`config.mk`:
```
export PLATFORM = sky130hd
export DESIGN_NAME = route_lookup_dispatcher
export DESIGN_NICKNAME = d
export VERILOG_FILES = /design/src/rtl/route_lookup_dispatcher.sv
export SDC_FILE = /design/constraint.sdc
export NUM_CORES = 2
export LEC_CHECK = 0
export CAP_MARGIN = 10
export CORE_UTILIZATION = 24
export CTS_BUF_LIST = sky130_fd_sc_hd__clkbuf_16
export DETAILED_ROUTE_END_ITERATION = 8
export DONT_BUFFER_PORTS = 1
export HOLD_SLACK_MARGIN = 0.15
export REMOVE_ABC_BUFFERS = 1
export SETUP_SLACK_MARGIN = 0.15
export SLEW_MARGIN = 15
export SYNTH_ARGS = -nofsm -noshare
export SYNTH_HDL_FRONTEND = slang
export SYNTH_SLANG_ARGS = --single-unit
```
`constraint.sdc`:
```
create_clock -name clk -period 4.85 [get_ports clk]
set_clock_uncertainty 0.05 [all_clocks]
set_input_delay 0.97 -clock clk [delete_from_list [all_inputs] [get_ports clk]]
set_output_delay 0.97 -clock clk [all_outputs]
set_load 0.02 [all_outputs]
```
`src/rtl/route_lookup_dispatcher.sv`:
```
// Router searcher front-end: issues lookups, pairs fixed-latency responses with
// their tags in issue order, and drains in-flight lookups before granting init.
//
// state | meaning
// RUN   | lookups accepted and issued
// DRAIN | issue blocked, waiting for in-flight lookups to resolve
// INIT  | table-load window granted (init_mode/cfg_init_ack high)
module route_lookup_dispatcher #(
    parameter int IP_WIDTH       = 32,
    parameter int TAG_WIDTH      = 16,
    parameter int LOOKUP_LATENCY = 3,
    parameter int DEPTH          = 8
) (
    input  logic                 clk,
    input  logic                 rst_n,
    input  logic                 req_valid,
    output logic                 req_ready,
    input  logic [IP_WIDTH-1:0]  req_dst_ip,
    input  logic [TAG_WIDTH-1:0] req_tag,
    output logic                 lk_valid,
    output logic [IP_WIDTH-1:0]  lk_dst_ip,
    input  logic                 rsp_valid,
    input  logic                 rsp_found,
    input  logic [15:0]          rsp_out_port,
    input  logic [15:0]          rsp_out_qp,
    input  logic [47:0]          rsp_next_hop_mac,
    input  logic                 rsp_is_default_route,
    output logic                 fwd_valid,
    input  logic                 fwd_ready,
    output logic [TAG_WIDTH-1:0] fwd_tag,
    output logic                 fwd_found,
    output logic                 fwd_is_default,
    output logic                 fwd_err,
    output logic [15:0]          fwd_out_port,
    output logic [15:0]          fwd_out_qp,
    output logic [47:0]          fwd_next_hop_mac,
    input  logic                 cfg_init_req,
    output logic                 cfg_init_ack,
    output logic                 init_mode,
    output logic [15:0]          lost_cnt,
    output logic [15:0]          spurious_cnt
);
    localparam int PW = $clog2(DEPTH);
    localparam logic [PW:0] DEPTH_P = (PW+1)'(DEPTH);
    localparam logic [PW:0] PTR_ONE = (PW+1)'(1);

    typedef enum logic [1:0] {S_RUN, S_DRAIN, S_INIT} state_t;

    state_t r_state;
    state_t w_state_next;

    logic [PW:0]               r_wr_ptr;
    logic [PW:0]               r_rs_ptr;
    logic [PW:0]               r_rd_ptr;
    logic [PW:0]               w_occ;
    logic [PW-1:0]             w_wr_idx;
    logic [PW-1:0]             w_rs_idx;
    logic [PW-1:0]             w_rd_idx;
    logic [TAG_WIDTH-1:0]      r_tag   [DEPTH];
    logic                      r_found [DEPTH];
    logic                      r_dflt  [DEPTH];
    logic                      r_err   [DEPTH];
    logic [15:0]               r_port  [DEPTH];
    logic [15:0]               r_qp    [DEPTH];
    logic [47:0]               r_mac   [DEPTH];
    logic [LOOKUP_LATENCY-1:0] r_exp_sr;
    logic                      r_lk_valid;
    logic [IP_WIDTH-1:0]       r_lk_dst_ip;
    logic [15:0]               r_lost_cnt;
    logic [15:0]               r_spur_cnt;
    logic                      r_init_mode;
    logic                      r_init_ack;
    logic                      w_accept;
    logic                      w_due;
    logic                      w_pop;
    logic                      w_drained;

    assign w_occ     = r_wr_ptr - r_rd_ptr;
    assign w_wr_idx  = r_wr_ptr[PW-1:0];
    assign w_rs_idx  = r_rs_ptr[PW-1:0];
    assign w_rd_idx  = r_rd_ptr[PW-1:0];
    assign req_ready = (r_state == S_RUN) && !cfg_init_req && (w_occ < DEPTH_P);
    assign w_accept  = req_valid && req_ready;
    assign w_due     = r_exp_sr[LOOKUP_LATENCY-1];
    assign fwd_valid = (r_rs_ptr != r_rd_ptr);
    assign w_pop     = fwd_valid && fwd_ready;
    assign w_drained = (r_exp_sr == '0) && !r_lk_valid;

    assign lk_valid         = r_lk_valid;
    assign lk_dst_ip        = r_lk_dst_ip;
    assign fwd_tag          = r_tag[w_rd_idx];
    assign fwd_found        = r_found[w_rd_idx];
    assign fwd_is_default   = r_dflt[w_rd_idx];
    assign fwd_err          = r_err[w_rd_idx];
    assign fwd_out_port     = r_port[w_rd_idx];
    assign fwd_out_qp       = r_qp[w_rd_idx];
    assign fwd_next_hop_mac = r_mac[w_rd_idx];
    assign lost_cnt         = r_lost_cnt;
    assign spurious_cnt     = r_spur_cnt;
    assign init_mode        = r_init_mode;
    assign cfg_init_ack     = r_init_ack;

    // A due cycle without rsp_valid still resolves its slot (as an error) so
    // later responses stay paired with the right tags.
    always_ff @(posedge clk or negedge rst_n) begin
        if (!rst_n) begin
            r_wr_ptr    <= '0;
            r_rs_ptr    <= '0;
            r_rd_ptr    <= '0;
            r_exp_sr    <= '0;
            r_lk_valid  <= 1'b0;
            r_lk_dst_ip <= '0;
            r_lost_cnt  <= '0;
            r_spur_cnt  <= '0;
            for (int i = 0; i < DEPTH; i++) begin
                r_tag[i]   <= '0;
                r_found[i] <= 1'b0;
                r_dflt[i]  <= 1'b0;
                r_err[i]   <= 1'b0;
                r_port[i]  <= '0;
                r_qp[i]    <= '0;
                r_mac[i]   <= '0;
            end
        end else begin
            r_lk_valid <= w_accept;
            r_exp_sr   <= (r_exp_sr << 1) | LOOKUP_LATENCY'(r_lk_valid);
            if (w_accept) begin
                r_tag[w_wr_idx] <= req_tag;
                r_lk_dst_ip     <= req_dst_ip;
                r_wr_ptr        <= r_wr_ptr + PTR_ONE;
            end
            if (w_due) begin
                r_found[w_rs_idx] <= rsp_valid && rsp_found;
                r_dflt[w_rs_idx]  <= rsp_valid && rsp_is_default_route;
                r_err[w_rs_idx]   <= !rsp_valid;
                r_port[w_rs_idx]  <= rsp_valid ? rsp_out_port : 16'd0;
                r_qp[w_rs_idx]    <= rsp_valid ? rsp_out_qp : 16'd0;
                r_mac[w_rs_idx]   <= rsp_valid ? rsp_next_hop_mac : 48'd0;
                r_rs_ptr          <= r_rs_ptr + PTR_ONE;
                if (!rsp_valid && (r_lost_cnt != 16'hFFFF))
                    r_lost_cnt <= r_lost_cnt + 16'd1;
            end else if (rsp_valid && (r_spur_cnt != 16'hFFFF)) begin
                r_spur_cnt <= r_spur_cnt + 16'd1;
            end
            if (w_pop)
                r_rd_ptr <= r_rd_ptr + PTR_ONE;
        end
    end

    always_comb begin
        w_state_next = r_state;
        case (r_state)
            S_RUN: begin
                if (cfg_init_req)
                    w_state_next = S_DRAIN;
            end
            S_DRAIN: begin
                if (!cfg_init_req)
                    w_state_next = S_RUN;
                else if (w_drained)
                    w_state_next = S_INIT;
            end
            S_INIT: begin
                if (!cfg_init_req)
                    w_state_next = S_RUN;
            end
            default: w_state_next = S_RUN;
        endcase
    end

    always_ff @(posedge clk or negedge rst_n) begin
        if (!rst_n) begin
            r_state     <= S_RUN;
            r_init_mode <= 1'b0;
            r_init_ack  <= 1'b0;
        end else begin
            r_state     <= w_state_next;
            r_init_mode <= (w_state_next == S_INIT);
            r_init_ack  <= (w_state_next == S_INIT);
        end
    end
endmodule

```
==> results.py <==
metrics = {
    "sta": {
        "max_slew_margin_pct": 19.2,
        "clock.fmax_ghz": 0.249,
        "min_period_ns": 4.01,
        "setup_viol": 0,
        "drv_slew": 0,
        "rsz0062_at_grt": "false",
        "tightest_slew_ns": 1.21,
        "fin_setup_tns_ns": 0,
        "period_share_pct": 82.7,
        "finalHoldViolations": 0,
    },
    "global_route": {
        "grt_pass1_wl_mm": 152,
        "first_global_vias": 24949,
        "grt_start_max_net_pins": 876,
        "antenna_found_initial": 6,
        "grt_usage_pct": 12.4,
        "gr-total-overflow": 0,
    },
    "yosys": {
        "yosys.area.top_type": "dfrtp_1",
        "synthSimpleGateAreaFrac_pct": 12.0,
        "syn_avg_cell_area_um2": 11.2,
        "yosys_warnings": 0,
        "synth-xor-area-share_pct": 1.04,
        "synth_top_family_by_area": "multiplexers",
        "seq_area_frac_synth_pct": 58.2,
        "synthMuxAreaShare_pct": 16.9,
        "synthTopCellsByArea": "dfrtp_1, mux4_2, nand2_1",
        "synth_seq_cells": 875,
        "syn-cell-area_um2": 37600,
        "synthArstFlopShare_pct": 100,
        "synth-edff-count": 0,
        "synth_ff_type": "dfrtp_1",
        "syn_inst": 3358,
        "yosys.cell_types.count": 41,
        "synth_top_area_share_pct": 58.2,
        "synth-compound-area-share_pct": 9.05,
        "synthAdderAreaFrac_pct": 0.233,
    },
    "die": {
        "die_y_um": 398,
        "die_area_um2": 158000,
        "dieWidth_um": 398,
        "core_um2": 155000,
        "io-pin-count": 304,
        "num_rows": 144,
        "start_util_pct": 24.3,
    },
    "worst_setup_path": {
        "reg2reg_depth": 7,
        "reg2reg_to": "r_tag[2]",
        "end_kind": "output pin",
        "worstPathRequired_ns": 3.83,
        "cp_max_fo": 36,
        "reg2reg_slack_ns": 1.44,
        "path_class": "flip-flop to output pin",
        "worstPathArrival_ns": 2.99,
        "worstReg2RegStart": "r_rd_ptr[2]",
        "cp-start-kind": "flip-flop",
    },
    "placement": {
        "place.gp.congestion": 0.725,
        "port_buffers": 0,
        "dpl_cell_area_um2": 39800,
        "dp.cells": 5201,
        "hpwl_mm": 55.1,
    },
    "flow_run": {
        "maxCapViolCount": 0,
    },
    "run_status": {
        "status": "completed",
    },
    "cts": {
        "cts_setup_buffers": 0,
        "tritoncts": "done",
        "cts_resized": 0,
        "cts.sinks": 875,
        "cts_buffer_depth": 3,
        "root_buffer": "clkbuf_16",
        "path_clk_slew_ns": 0.06,
        "htree_num_levels": 3,
        "clock_latency_ns": 0.70,
        "cts_buffers": 100,
    },
    "routing": {
        "vias": 24285,
        "initialDrtViolationCount": 1524,
        "dr.pass1.iters": 8,
        "viasPerCell": 4.50,
        "ant_nets": 0,
        "routed_wirelength_mm": 97.6,
        "route.detailed.drc": 0,
        "wl_per_cell_um": 18.1,
    },
    "finish": {
        "synthToLayoutAreaGrowth_pct": 15.0,
        "instances_no_fill": 5395,
        "nFillCells": 16036,
        "nets": 3408,
        "final_core_util_pct": 27.9,
        "fin_area_um2": 43300,
        "drive_gt1_share_pct": 17.4,
    },
    "power_and_ir_drop": {
        "p_leak_nw": 19.6,
        "power_density_nw_per_um2": 667,
        "p_total_mw": 28.9,
        "ir_worst_vdd_v": 0.000391,
    },
    "min_path": {
        "hold_class": "input pin to async pin",
    },
}
==> final cells by class <==
class                      count  area, µm²  area share [%]
multi-input combinational   2239      14800            34.3
clock inverter                87        882            2.04
sequential                   875      21900            50.6
timing repair buffer          45        603            1.39
clock buffer                 100       2500            5.78
tap                         2044       2560            5.91
antenna                        1       2.50         0.00578
inverter                       4       17.5          0.0405
==> metrics by stage <==
stage	setup WS (ns)	hold WS, ns
global placement	1.38	0.318
global route	0.601	0.264
floorplan	-5.42	0.304
detailed placement	1.35	0.315
CTS	0.702	-0.133
finish	0.840	0.219
==> worst max-delay path by stage <==
stage | to | depth (start not counted) | from | slack (ns)
2_1_floorplan | lk_dst_ip[0] | 4 | r_rd_ptr[0] | -5.42
3_3_place_gp | r_tag[51] | 7 | r_rd_ptr[2] | 1.38
3_5_place_dp | r_tag[2] | 7 | r_rd_ptr[2] | 1.35
4_1_cts | fwd_next_hop_mac[7] | 5 | r_rd_ptr[0] | 0.70
5_1_grt | fwd_next_hop_mac[7] | 5 | r_rd_ptr[0] | 0.60
6_report | fwd_next_hop_mac[7] | 5 | r_rd_ptr[0] | 0.84
==> power breakdown <==
group | switching (mW) | total (mW) | leakage, nW | internal (mW)
sequential | 1.83 | 11.8 | 9.42 | 10.0
combinational | 5.35 | 9.29 | 8.46 | 3.94
clock | 3.25 | 7.74 | 1.70 | 4.49
==> kinds of logic after synthesis <==
family          Yosys count
simple gates           1149
flops                   875
compound gates          675
mux                     365
buf+inv                 244
xor+xnor                 43
fa+ha+maj                 7
==> synth_stat cells (3+ instances only) <==
library cell,n
and3_1,4
mux2_2,165
xor2_1,12
buf_1,12
nor2b_1,5
mux4_2,198
nor3b_1,4
a21oi_1,5
nand3_1,18
nand4_1,14
buf_2,26
buf_4,4
buf_6,4
xnor2_1,29
nand2_1,1068
nor2_1,16
inv_1,4
o21ai_0,664
clkbuf_1,194
and4_1,3
ha_1,7
nor3_4,4
dfrtp_1,875
==> layer usage <==
metal	vias up	global-route usage (%)	routed length, µm
li1	11369	-	-
met1	12237	16.8	44200
met2	510	19.1	44300
met3	159	3.72	6800
met4	10	3.43	2260
met5	-	0	69
==> registers in the layout, summed over array words and instances, names as in the netlist <==
| signal | count |
|---|---|
| cfg_init_ack | 1 |
| lk_dst_ip | 32 |
| lk_valid | 1 |
| lost_cnt | 16 |
| r_dflt | 8 |
| r_err | 8 |
| r_exp_sr | 3 |
| r_found | 8 |
| r_mac | 384 |
| r_port | 128 |
| r_qp | 128 |
| r_rd_ptr | 4 |
| r_rs_ptr | 4 |
| r_state | 2 |
| r_tag | 128 |
| r_wr_ptr | 4 |
| spurious_cnt | 16 |
==> layout by cell type (no fill, tap or decap), types with 3 or more instances in the layout <==
master,instances
a21oi_1,5
and3_1,4
and4_1,3
buf_12,13
buf_16,5
buf_4,26
bufinv_16,13
clkbuf_16,100
clkinv_1,21
clkinv_16,4
clkinv_2,22
clkinv_4,4
clkinvlp_4,4
dfrtp_1,872
dfrtp_4,3
ha_1,7
inv_1,15
inv_6,6
mux2_2,165
mux4_2,198
nand2_1,1065
nand2_4,3
nand3_1,14
nand3_4,4
nand4_1,14
nor2_1,16
nor2b_1,5
nor3_4,4
nor3b_1,4
o21ai_0,664
xnor2_1,29
xor2_1,12
==> critical path, cell delays in order (launching register included) <==
cell and delay [ns]:
dfrtp_4 0.81, buf_12 0.27, buf_12 0.31, mux4_2 0.56
nand2_1 0.10, nand2_1 0.19
Note: power is estimated with default switching activity, not from simulation.
